[src/rtl/cic_comb_chain.sv]
// CIC decimator comb section: StageNum cascaded differentiators (delay DiffDelay) plus a shift-scaled output stage.
// Define CIC_COMB_ROUND_EN to round half up and saturate in the output stage instead of truncating and wrapping.
module cic_comb_chain #(
  parameter int unsigned DataWidth  = 18,
  parameter int unsigned OutWidth   = 16,
  parameter int unsigned StageNum   = 3,
  parameter int unsigned DiffDelay  = 1,
  parameter int unsigned ShiftWidth = 5
) (
  input  logic                         Clk_i,
  input  logic                         Rst_i,
  input  logic signed [DataWidth-1:0]  Data_i,
  input  logic                         DataVal_i,
  input  logic        [ShiftWidth-1:0] Shift_i,
  output logic signed [OutWidth-1:0]   Data_o,
  output logic                         DataVal_o
);

  localparam int unsigned MaxShift = DataWidth - OutWidth;

  // r_val[k] marks stage k+1 holding a fresh result; r_val[StageNum] is the output strobe.
  logic [StageNum:0]           r_val;
  logic signed [DataWidth-1:0] w_last;
  logic signed [OutWidth-1:0]  w_out;
  logic signed [OutWidth-1:0]  r_data;
  int unsigned                 w_shift;

  always_ff @(posedge Clk_i) begin
    if (Rst_i) begin
      r_val <= '0;
    end else begin
      r_val <= {r_val[StageNum-1:0], DataVal_i};
    end
  end

  genvar k;
  generate
    for (k = 0; k < StageNum; k++) begin : g_stage
      logic signed [DataWidth-1:0] r_y;
      logic signed [DataWidth-1:0] r_d [DiffDelay];
      logic signed [DataWidth-1:0] w_x;
      logic                        w_v;

      if (k == 0) begin : g_first
        assign w_x = Data_i;
        assign w_v = DataVal_i;
      end else begin : g_next
        assign w_x = g_stage[k-1].r_y;
        assign w_v = r_val[k-1];
      end

      // State only moves on this stage's own valid, so input gaps leave the filter untouched.
      always_ff @(posedge Clk_i) begin
        if (Rst_i) begin
          r_y <= '0;
          for (int unsigned j = 0; j < DiffDelay; j++) begin
            r_d[j] <= '0;
          end
        end else if (w_v) begin
          r_y    <= w_x - r_d[DiffDelay-1];
          r_d[0] <= w_x;
          for (int unsigned j = 1; j < DiffDelay; j++) begin
            r_d[j] <= r_d[j-1];
          end
        end
      end
    end
  endgenerate

  assign w_last = g_stage[StageNum-1].r_y;

  always_comb begin
    w_shift = 32'(Shift_i);
    if (w_shift > MaxShift) begin
      w_shift = MaxShift;
    end
  end

`ifdef CIC_COMB_ROUND_EN
  localparam logic signed [DataWidth:0] SatMax = (DataWidth+1)'((1 << (OutWidth-1)) - 1);
  localparam logic signed [DataWidth:0] SatMin = -SatMax - 1;

  logic signed [DataWidth:0] w_ext;
  logic signed [DataWidth:0] w_bias;
  logic signed [DataWidth:0] w_rnd;

  always_comb begin
    w_ext  = {w_last[DataWidth-1], w_last};
    w_bias = '0;
    if (w_shift != 0) begin
      w_bias = (DataWidth+1)'(1) << (w_shift - 1);
    end
    w_rnd = (w_ext + w_bias) >>> w_shift;
    if (w_rnd > SatMax) begin
      w_out = OutWidth'(SatMax);
    end else if (w_rnd < SatMin) begin
      w_out = OutWidth'(SatMin);
    end else begin
      w_out = OutWidth'(w_rnd);
    end
  end
`else
  always_comb begin
    w_out = OutWidth'(w_last >>> w_shift);
  end
`endif

  always_ff @(posedge Clk_i) begin
    if (Rst_i) begin
      r_data <= '0;
    end else if (r_val[StageNum-1]) begin
      r_data <= w_out;
    end
  end

  assign Data_o    = r_data;
  assign DataVal_o = r_val[StageNum];

endmodule

[config.mk]
export PLATFORM = sky130hd
export DESIGN_NAME = cic_comb_chain
export DESIGN_NICKNAME = d
export VERILOG_FILES = /design/src/rtl/cic_comb_chain.sv
export SDC_FILE = /design/constraint.sdc
export NUM_CORES = 1
export LEC_CHECK = 0
export CORE_MARGIN = 1.5
export CORE_UTILIZATION = 40
export CTS_BUF_LIST = sky130_fd_sc_hd__clkbuf_8
export DETAILED_ROUTE_END_ITERATION = 10
export PLACE_DENSITY_LB_ADDON = 0.3
export SYNTH_ARGS = -nofsm -noshare
export SYNTH_HDL_FRONTEND = slang
export SYNTH_SLANG_ARGS = --single-unit
[constraint.sdc]
create_clock -name Clk_i -period 2.8 [get_ports Clk_i]
set_clock_uncertainty 0.15 [all_clocks]
set_input_delay 0.56 -clock Clk_i [delete_from_list [all_inputs] [get_ports Clk_i]]
set_output_delay 0.56 -clock Clk_i [all_outputs]
set_load 0.02 [all_outputs]
* Yosys cells after proc, flatten, opt, wreduce, memory -nomap -nowiden
Memories as Yosys holds them, arrays and structs flattened.
Cells that the tools add are included.
** Cells by class
- $add $sub $neg :: 3
- $lt $le $gt $ge :: 1
- Shift operators :: 1
- Multiplexer cells :: 18
- Reductions and logical operators :: 3
** Operators by type and width (count)
- $mux W18 :: 3
- $reduce_or A18 Y1 :: 3
- $sub A18 B18 Y18 :: 3
- $sshr A18 B32 Y16 :: 1
- $mux W1 :: 14
- $gt A5 B2 Y1 const B :: 1
- $mux W5 :: 1
** Word-level totals
- Bits in registers :: 74
- RAM bits :: 54
- Output and inout bits :: 17
- Memories :: 3
** Memories
- g_stage[0].r_d :: words 1, bits a word 18, rd ports 1, clocked after memory_dff 0, wr ports 1, RTL line 40 : logic signed [DataWidth-1:0] r_d [DiffDelay];
- g_stage[1].r_d :: words 1, bits a word 18, rd ports 1, clocked after memory_dff 0, wr ports 1, RTL line 40
- g_stage[2].r_d :: words 1, bits a word 18, rd ports 1, clocked after memory_dff 0, wr ports 1, RTL line 40

* Depth between registers and ports, before layout
- Depth in word-level cells :: 5
- Mapped depth :: 11

* Worst setup path after synthesis
Ideal clock, no wire load.
- Path type :: input to register
- From :: input port Data_i[0]
- To :: register g_stage[0].r_y[16]
- Setup time :: 0.120 ns
- Arrival time :: 2.691 ns
- Data required time :: 2.530 ns
- Path slack :: -0.161 ns
- Stages :: 11
- Buffers on the path :: 0
- Path through :: inv_1 ha_1 inv_1 fa_1 a21o_2 a311o_1 and2_4 a311oi_4 o21ai_2 mux2i_1 a211o_1
** Between the ends
- Cells in the longest elaborated chain, start to end :: 1
** Ends and longest elaborated chain
- start, declared :: RTL line 12 : input logic signed [DataWidth-1:0] Data_i,
- $sub A18 B18 Y18 :: RTL line 60 : r_y <= w_x - r_d[DiffDelay-1];
- end signal, assigned :: RTL line 60
- end, declared :: RTL line 39 : logic signed [DataWidth-1:0] r_y;
No other way between the ends.
A chain may end at the register's enable or synchronous reset.

* Worst setup path after layout
- From :: register g_stage[0].r_y[0]
- To :: register g_stage[1].r_y[14]
** Between the ends
- Cells in the longest elaborated chain, start to end :: 1
** Ends and longest elaborated chain (RTL line)
- $sub A18 B18 Y18 :: 60
- end signal, assigned :: 60
- end, declared :: 39
No other way between the ends.

==> flow_metrics.env <==
export IMPL_status="finished, final reports clean"
export IMPL_startpoint="g_stage[0].r_y[0]"
export IMPL_core_sq_um=17900
export IMPL_antenna_found_initial=0
export IMPL_clkTransAtPathRegs_ps=70
export IMPL_p_per_area_nw_per_um2=583
export IMPL_timing_max_slew_rel_slack=0.395
export IMPL_required_ps=2990
export IMPL_grt_pass1_wl_um=23200
export IMPL_dp_hpwl_um=9990
export IMPL_yosys_cell_types_count=56
export IMPL_cts_tree="done"
export IMPL_utilization=0.483
export IMPL_synth_warning_count=0
export IMPL_grt_max_degree=33
export IMPL_cts_root_buf="clkbuf_8"
export IMPL_final_area_sq_um=8650
export IMPL_netlist_area_leader_share=0.223
export IMPL_synth_edf_count=54
export IMPL_place_area_sq_um=8240
export IMPL_syn2layout_area_growth_pct=18.7
export IMPL_critPathCaptureType="register"
export IMPL_clockBufferDepth=2
export IMPL_r2r_slack_ps=160
export IMPL_wl_per_cell_um=12.1
export IMPL_remaining_drc_errors=0
export IMPL_vias=5315
export IMPL_cts_setup_buffers=0
export IMPL_timing_final_crit_period_ps=2640
export IMPL_grt_pass1_vias=5171
export IMPL_post_route_period_util=0.944
export IMPL_finalNetCount=925
export IMPL_syn_num_nets=844
export IMPL_start_kind="register"
export IMPL_finalHoldViolCount=0
export IMPL_synth_top_cells_by_area="edfxtp_1, dfxtp_1, ha_1, mux2i_1, and2_1"
export IMPL_r2r_end="g_stage[1].r_y[14]"
export IMPL_r2r_start="g_stage[0].r_y[0]"
export IMPL_final_common_cell="nor2_1"
export IMPL_maxCapViolCount=0
export IMPL_postRouteWirelength_um=13200
export IMPL_routabilityCongestion=0.821
export IMPL_cts_sinks=128
export IMPL_final_cell_mix="nor2_1, dfxtp_1, inv_1"
export IMPL_port_buffers=42
export IMPL_die_area_sq_um=19000
export IMPL_cts_buffers=17
export IMPL_cts_resized=0
export IMPL_ios=43
export IMPL_cts_htree_levels=4
export IMPL_synth_area_leader_cell="edfxtp_1"
export IMPL_timing_worst_slew_pin_value_ps=907
export IMPL_setup_viol=0
export IMPL_antenna_cells=0
export IMPL_synth_area_per_cell_sq_um=9.54
export IMPL_maxSlewViolCount=0
export IMPL_fp_dieH_um=138
export IMPL_hold_class="in -> reg"
export IMPL_seq_area_frac_synth=0.426
export IMPL_rows=49
export IMPL_total_leakage_power_uw=0.00370
export IMPL_drive_above_1_share=0.110
export IMPL_synth_async_reset_ratio=0
export IMPL_dieWidth_um=138
export IMPL_crit_end="g_stage[1].r_y[14]"
export IMPL_hold_slack_ps=330
export IMPL_critPathMaxFanout=3
export IMPL_ys_flop_type="dfxtp_1"
export IMPL_start_util=0.407
export IMPL_synth_ff_latch_count=128
export IMPL_firstDrtPassIters=5
export IMPL_synth_area_sq_um=7290
export IMPL_clkLatencyLatePin_ps=450
export IMPL_worstPathArrival_ps=2840
export IMPL_timing_fmax_ghz=0.378
export IMPL_fin_tns_setup_ps=0
export IMPL_reg2reg_depth=11
export IMPL_path_class="reg -> reg"
export IMPL_synthCells=764
export IMPL_drt_iter0_drc=199
export IMPL_grt_ovfl_total=0
export IMPL_via_per_inst=4.89
export IMPL_p_total_uw=5040
export IMPL_ir_drop_uv=454
export IMPL_postRouteAntennaNets=0
export IMPL_hold_buffers=0
export IMPL_grtUsageTotal=0.154
-- layer usage --
metal,wire (um),vias up,global-route usage
met1,6260,2367,0.180
met2,6320,75,0.272
met4,187,0,0.0579
met3,410,17,0.0362
li1,-,2856,-
met5,0,-,0
-- power breakdown --
part | switching (uW) | internal, uW | leakage, uW
combinational | 704 | 670 | 0.00230
clock | 683 | 801 | 0.000216
sequential | 95.3 | 2090 | 0.00118
-- stage by stage --
step | setup WS [ps] | instances
final | 158 | 1087
after global routing | -15.7 | 1087
after CTS | 67.5 | 1087
after detailed placement | -420 | 1055
after global placement | -383 | 1055
after floorplan | 78.1 | 764
-- synthesized netlist by cell type, types with 17 or more instances --
library cell and instances:
and2_1 57, mux2i_1 53, nand2_1 31, inv_1 67, nor2_1 87, edfxtp_1 54
a21oi_1 50, clkbuf_1 18, dfxtp_1 74, o21ai_0 19, nor3_1 17, ha_1 51
xnor2_1 22
-- worst min path at each step --
stage | start | to | slack (ps) | cells after the start
3_5_place_dp | g_stage[0].r_y[10] | g_stage[0].r_y[10] | 320 | 2
4_1_cts | g_stage[0].r_y[10] | g_stage[0].r_y[10] | 330 | 2
2_1_floorplan | g_stage[0].r_y[10] | g_stage[0].r_y[10] | 290 | 2
5_1_grt | g_stage[0].r_y[10] | g_stage[0].r_y[10] | 350 | 2
3_3_place_gp | g_stage[2].r_y[0] | g_stage[2].r_y[0] | 320 | 2
6_report | Data_i[0] | g_stage[0].r_d[0][0] | 330 | 3
-- final cells by class --
cell class | instances | area, sq um
clock buffer | 22 | 303
clock inverter | 10 | 71.3
fill | 1747 | 9250
inverter | 67 | 251
multi-input combinational | 543 | 3870
sequential | 128 | 3100
tap | 229 | 287
timing repair buffer | 88 | 763
-- critical path, cell delays in order (launching register included) --
cell,delay (ps)
dfxtp_1,320
inv_1,60
ha_1,150
inv_1,60
fa_2,350
a21o_1,220
a311o_1,380
and2_1,170
nand2_1,60
a21oi_1,60
or3_1,310
a32o_1,240
-- flip-flops by register name, indices dropped and copies added (netlist names) --
signal and flops:
g_stage.r_y 54, Data_o 16, g_stage.r_d 54, r_val 4
-- cells by family after synthesis --
group                      share of synthesized area
and+or+nand+nor                                0.159
DFF                                            0.426
muxes                                         0.0728
buffers and inverters                         0.0484
adders and majority gates                     0.0958
xor gates and xnor gates                      0.0421
AOI/OAI and AO/OA                              0.156
Note: power is estimated with default switching activity, not from simulation.
